### src/rtl/addsub_seq.sv
// addsub_seq: digit-serial adder/subtractor.
// Operands are latched on start. One DIGIT-wide slice is then added per clock,
// least significant digit first, with the carry rippling between cycles.
// The flags and result are published together when the last digit completes.
module addsub_seq #(
  parameter int WIDTH = 16,
  parameter int DIGIT = 4
) (
  input  logic             clk,
  input  logic             rst_n,
  input  logic             start,
  input  logic             control,
  input  logic             carry_in,
  input  logic [WIDTH-1:0] in1,
  input  logic [WIDTH-1:0] in2,
  output logic             busy,
  output logic             done,
  output logic [WIDTH-1:0] out,
  output logic             carry_out,
  output logic             overflow,
  output logic             zero
);

  localparam int NDIG = WIDTH / DIGIT;
  localparam int CW   = (NDIG > 1) ? $clog2(NDIG) : 1;

  typedef enum logic [1:0] {
    IDLE = 2'd0,
    RUN  = 2'd1,
    DONE = 2'd2
  } state_t;

  state_t           state_reg, state_next;
  logic [WIDTH-1:0] a_reg, b_reg, res_reg;
  logic             ctrl_reg, c_reg;
  logic [CW-1:0]    k_reg;

  logic [DIGIT-1:0] a_dig, b_dig;
  logic [DIGIT:0]   dsum;
  logic [WIDTH-1:0] res_next;
  logic             msb_cin;
  logic             last_dig;

  assign busy     = (state_reg == RUN);
  assign done     = (state_reg == DONE);
  assign last_dig = (k_reg == CW'(NDIG - 1));

  // Digit adder for slice k; also rebuilds the full result with this slice inserted.
  always_comb begin
    a_dig    = a_reg[int'(k_reg) * DIGIT +: DIGIT];
    b_dig    = b_reg[int'(k_reg) * DIGIT +: DIGIT] ^ {DIGIT{ctrl_reg}};
    dsum     = {1'b0, a_dig} + {1'b0, b_dig} + (DIGIT + 1)'(c_reg);
    res_next = res_reg;
    res_next[int'(k_reg) * DIGIT +: DIGIT] = dsum[DIGIT-1:0];
    // Carry into the top bit of the slice, recovered from the sum bit.
    msb_cin  = dsum[DIGIT-1] ^ a_dig[DIGIT-1] ^ b_dig[DIGIT-1];
  end

  // State register.
  always_ff @(posedge clk or negedge rst_n) begin
    if (!rst_n) state_reg <= IDLE;
    else        state_reg <= state_next;
  end

  // Next-state logic; DONE always returns to IDLE so a held start costs one IDLE cycle.
  always_comb begin
    state_next = state_reg;
    case (state_reg)
      IDLE:    if (start) state_next = RUN;
      RUN:     if (last_dig) state_next = DONE;
      DONE:    state_next = IDLE;
      default: state_next = IDLE;
    endcase
  end

  // Operand latch, digit iteration and result/flag publication.
  always_ff @(posedge clk or negedge rst_n) begin
    if (!rst_n) begin
      a_reg     <= '0;
      b_reg     <= '0;
      ctrl_reg  <= 1'b0;
      c_reg     <= 1'b0;
      k_reg     <= '0;
      res_reg   <= '0;
      out       <= '0;
      carry_out <= 1'b0;
      overflow  <= 1'b0;
      zero      <= 1'b0;
    end else begin
      case (state_reg)
        IDLE: begin
          if (start) begin
            a_reg    <= in1;
            b_reg    <= in2;
            ctrl_reg <= control;
            c_reg    <= carry_in;
            k_reg    <= '0;
          end
        end
        RUN: begin
          res_reg <= res_next;
          c_reg   <= dsum[DIGIT];
          k_reg   <= k_reg + CW'(1);
          if (last_dig) begin
            k_reg     <= '0;
            out       <= res_next;
            carry_out <= dsum[DIGIT];
            overflow  <= msb_cin ^ dsum[DIGIT];
            zero      <= (res_next == '0);
          end
        end
        default: ;
      endcase
    end
  end

endmodule
### config.mk
export PLATFORM = sky130hd
export DESIGN_NAME = addsub_seq
export DESIGN_NICKNAME = d
export VERILOG_FILES = /design/src/rtl/addsub_seq.sv
export SDC_FILE = /design/constraint.sdc
export NUM_CORES = 1
export LEC_CHECK = 0
export BUFFER_PORTS_ARGS = -buffer_cell sky130_fd_sc_hd__buf_4
export CAP_MARGIN = 20
export CELL_PAD_IN_SITES_DETAIL_PLACEMENT = 1
export CELL_PAD_IN_SITES_GLOBAL_PLACEMENT = 1
export CORE_ASPECT_RATIO = 1.1
export CORE_MARGIN = 1.5
export CORE_UTILIZATION = 48
export DETAILED_ROUTE_END_ITERATION = 7
export GPL_ROUTABILITY_DRIVEN = 0
export PLACE_DENSITY_LB_ADDON = 0.12
export SLEW_MARGIN = 20
export SYNTH_ARGS = -nofsm -noshare
export SYNTH_HDL_FRONTEND = slang
export SYNTH_SLANG_ARGS = --single-unit
### constraint.sdc
create_clock -name clk -period 7.6 [get_ports clk]
set_clock_uncertainty 0.1 [all_clocks]
set_input_delay 1.52 -clock clk [delete_from_list [all_inputs] [get_ports clk]]
set_output_delay 1.52 -clock clk [all_outputs]
set_load 0.01 [all_outputs]
# Yosys cells after proc, flatten, opt, wreduce, memory -nomap -nowiden
# Cells that the tools add are included.
# classes
n_addsub,4
multipliers,0
div_mod_pow,0
n_lt_le_gt_ge,0
eq_ne,5
shifts,4
mux,9
n_bitwise,4
n_reduce_logical,7
# op_table
op,count
$neg 4->33,1
$shift 4x33->16 const A,1
$shiftx 4x33->16,1
$shiftx 16x5->4,2
$bwmux 16,1
$logic_not 16->1,1
$mux 2,4
$pmux 2 s2,2
$reduce_and 2->1,4
$add 4x4->5,1
$add 5x1->5,1
$eq 2x2->1 const B,2
$xor 4x4->4,1
$xor 1x1->1,3
$add 2x1->2 const B,1
$eq 2x1->1 const B,1
$logic_not 2->1,1
$ne 2x1->1 const B,1
$ne 2x2->1 const B,1
$pmux 1 s2,1
$reduce_bool 2->1,1
$mux 1,1
# word_totals
ff_bits,73
latchBits,0
ram_bits,0
romBits,0
output_inout_bits,21
elab_cells,44
memories,0

# Logic depth before layout (Yosys ltp)
# depth
depth_word,7
mapped_depth,12
depth_no_buf,10

# Worst setup path after synthesis
# OpenSTA, ideal clock, no wires.
# synth_timing
path_kind,register to register
startpoint,reg k_reg[0]
endpoint,reg zero
setup_ns,0.122
t_arrival_ns,3.135
required_ns,7.378
slack_ns,4.244
stages_incl_launch_ff,12
path_buffers,2
synth_period_minus_slack_ns,3.356
path_cell_list,dfrtp_1 > buf_6 > buf_2 > mux4_2 > xnor2_1 > fa_1 > fa_1 > xnor2_1 > a21oi_1 > nand2_1 > nor4_1 > a32o_1
# synth_between
elab_chain_len,7
elab_cells_between_ends,12
# synth_lines
element,line_no,text
start: declaration,36,logic [CW-1:0] k_reg;
start signal: assignment,103,k_reg <= k_reg + CW'(1);
$shiftx 16x5->4,51,b_dig = b_reg[int'(k_reg) * DIGIT +: DIGIT] ^ {DIGIT{ctrl_reg}};
$xor 4x4->4,51,
$add 4x4->5,52,"dsum = {1'b0, a_dig} + {1'b0, b_dig} + (DIGIT + 1)'(c_reg);"
$add 5x1->5,52,
$shiftx 4x33->16,54,res_next[int'(k_reg) * DIGIT +: DIGIT] = dsum[DIGIT-1:0];
$bwmux 16,54,
$logic_not 16->1,109,zero <= (res_next == '0);
end signal: assignment,109,
end: declaration,21,output logic zero
# Parallel ways exist; a longest one is shown, timed or not.
# A chain may end at the register's enable or synchronous reset.

# Final worst setup path
# layout_timing
startpoint,reg k_reg[1]
endpoint,reg zero
# Same word-level chain as after synthesis.

==> out/qor.csv <==
stage,metric,value,unit
grt,M2 GR Usage,42.2,%
grt,vias in the first global route,2790,
logic_synthesis,Yosys reg bits,73,
layout,Area Growth Syn to Fin,18.5,%
logic_synthesis,post-synthesis mux area share,15.5,%
die,Initial Util,50.2,%
logic_synthesis,Mean Syn Cell Area,11.8,µm²
place,Detail Placement HPWL,5920,µm
detailed_routing,"antenna viol nets, final",0,
die,Die ar.,7940,µm²
detailed_routing,WL final,8160,µm
logic_synthesis,XOR/XNOR Fraction of Synth Area,2.78,%
die,Core ar.,7090,µm²
place,Placed Cells,433,
logic_synthesis,"Distinct cells, synth",44,
logic_synthesis,Syn Nets,350,
clock_network,"Clk Latency, worst-skew pair",0.35,ns
worst_setup_path,CP max FO,13,
grt,initial antenna violation count,0,
detailed_routing,Vias,2541,
logic_synthesis,most frequent cell after synthesis,dfrtp_1,
logic_synthesis,Synth area leader,dfrtp_1,
logic_synthesis,register area share after synthesis,51.3,%
worst_setup_path,CP startpoint,k_reg[1],
sta,final count of negative-setup-slack endpoints,0,
worst_hold_path,Hold Crit Start,out[8],
clock_network,hold_buf cts,0,
clock_network,Clock Path Buffers,2,
layout,Nets,407,
clock_network,H-Tree Depth,3,
grt,first-pass GRT wire length,13800,µm
logic_synthesis,top area cells in the synthesized netlist,"dfrtp_1, mux2_2, mux4_2",
run_status,outcome,"finished, violations left",
sta,Fin Setup TNS,0,ns
place,PortBufs,57,
sta,Rel. slew slack,39.6,%
sta,RSZ-0062 raised after global routing,no,
layout,ANT cells,0,
worst_hold_path,hold crit path type,flip-flop to flip-flop,
sta,PnR worst setup slack,4.11,ns
sta,fmax,287,MHz
grt,total gr overflow,0,
logic_synthesis,cell area after synthesis,3560,µm²
logic_synthesis,Synth Instances,302,
detailed_routing,via/cell ratio,5.66,
detailed_routing,number of remaining DRC errors,3,
grt,largest net degree at the start of global routing,74,
logic_synthesis,most common library cells after synthesis,"dfrtp_1, mux2_2, nand2_1",
grt,met1 Resource Use GR,26.1,%
logic_synthesis,largest family of logic cells by synthesized area,multiplexers,
grt,busiest grt layer,met2,
sta,Final min period,3.49,ns
die,Die Ht,93.3,µm
sta,"Slew Viols, Final",0,
grt,Overall Global Routing Usage,23.1,%
logic_synthesis,Synth Area in Compound Gates,12.4,%
sta,final period utilization,45.9,%
layout,Final Non-Filler Cells,449,
worst_setup_path,Crit Path Category,flip-flop to flip-flop,
logic_synthesis,post-synthesis simple-gate area fraction,9.70,%
clock_network,Clock Sink Count,73,
worst_setup_path,CP Capture Type,flip-flop,
clock_network,TritonCTS buffer count,9,
logic_synthesis,Synth warnings,0,
clock_network,CTS clock-pin slew for the worst setup and hold paths,0.07,ns
die,row count,32,
detailed_routing,DRT Pass-1 Iters,6,
logic_synthesis,Post-synth EDFFs,0,
die,Chip Width,85.1,µm
worst_setup_path,Crit path required time,7.74,ns
place,Place WS,4.15,ns
worst_setup_path,Worst Setup Start Kind,flip-flop,
sta,Worst Tran Pin Value,0.906,ns
logic_synthesis,post-synthesis async set-or-reset flop share,100,%
clock_network,TritonCTS clock tree,yes,
clock_network,CTS resizes,0,
detailed_routing,Routed WL per cell,18.2,µm
clock_network,Setup Buffers After CTS,0,
sta,Min Hold Slack,0.383,ns
layout,share of layout cells above drive strength 1,33.5,%
die,IO Count,58,
clock_network,root buffer cell,clkbuf_8,
worst_setup_path,worst reg2reg startpoint,k_reg[1],
logic_synthesis,Post-Synth Adder-Cell Area,4.29,%
logic_synthesis,Synth top area share,51.3,%
sta,Final Hold Viols,0,
job,MaxCap Viol Count,0,
run_status,failing checks,DRC,
detailed_routing,Iteration-0 DRC Markers,113,
logic_synthesis,ys flop type,dfrtp_1,
worst_setup_path,CP arrival,3.63,ns
grt,met3 Usage GRT,4.59,%
layout,fillers,743,
## logic make-up after synthesis
group                    count (synthesis)
AO/OA/AOI/OAI                           66
XOR/XNOR                                 8
adder cells (fa/ha/maj)                 11
buffers and inverters                   32
flip-flops                              73
multiplexers                            41
AND/OR/NAND/NOR                         71
## cell usage in the layout (no fill, tap or decap), types with 7 or more instances in the layout
| master | netlist | routed |
|---|---|---|
| dfrtp_1 | 73 | 73 |
| buf_4 | 2 | 60 |
| mux2_2 | 33 | 33 |
| nand2_1 | 30 | 30 |
| inv_1 | 18 | 18 |
| nor2_1 | 19 | 18 |
| o21ai_0 | 17 | 17 |
| a21oi_1 | 16 | 16 |
| clkbuf_8 | 0 | 11 |
| ha_1 | 9 | 9 |
| mux4_2 | 8 | 8 |
| a32o_1 | 8 | 8 |
| nor2b_1 | 7 | 7 |
## per-stage QoR
| stage | area, µm² | util [%] |
|---|---|---|
| after floorplan | 3560 | - |
| after global placement | 4040 | 57.0 |
| after detailed placement | 4040 | 57.0 |
| after CTS | 4220 | 59.5 |
| after global routing | 4220 | 59.5 |
| final | 4220 | 59.5 |
## critical path, stage by stage (launching register included)
cell and delay [ns]:
dfrtp_1 0.68, mux4_2 0.40, xnor2_1 0.15, fa_1 0.41
fa_1 0.42, xnor2_1 0.63, a21oi_1 0.21, nand2_1 0.12
nor4_1 0.05, a32o_1 0.22
## path summary, 6_finish.rpt
check,end,slack (ns),cells after the start
setup reg to reg,zero,4.11,9
min in group asynchronous,out[14],1.20,1
setup / recovery,zero,4.11,9
hold reg to reg,out[8],0.38,2
hold / removal,out[8],0.38,2
max in group asynchronous,b_reg[12],5.61,1
## routing by layer
layer	up-vias	wire length, µm
li1	1181	-
met1	1285	3210
met2	57	4450
met3	18	264
met4	0	231
met5	-	0
## final cells by class
cell class	instances	area (µm²)	share of cell area, %
Tap cell	85	106	2.52
Sequential cell	73	1830	43.3
Clock inverter	3	15.0	0.356
Clock buffer	13	159	3.77
Inverter	18	67.6	1.60
Multi-Input combinational cell	197	1590	37.7
Timing Repair Buffer	60	450	10.7
Power is not shown: default switching activity piles up to over one toggle a cycle in this logic, so the estimate is an artifact.
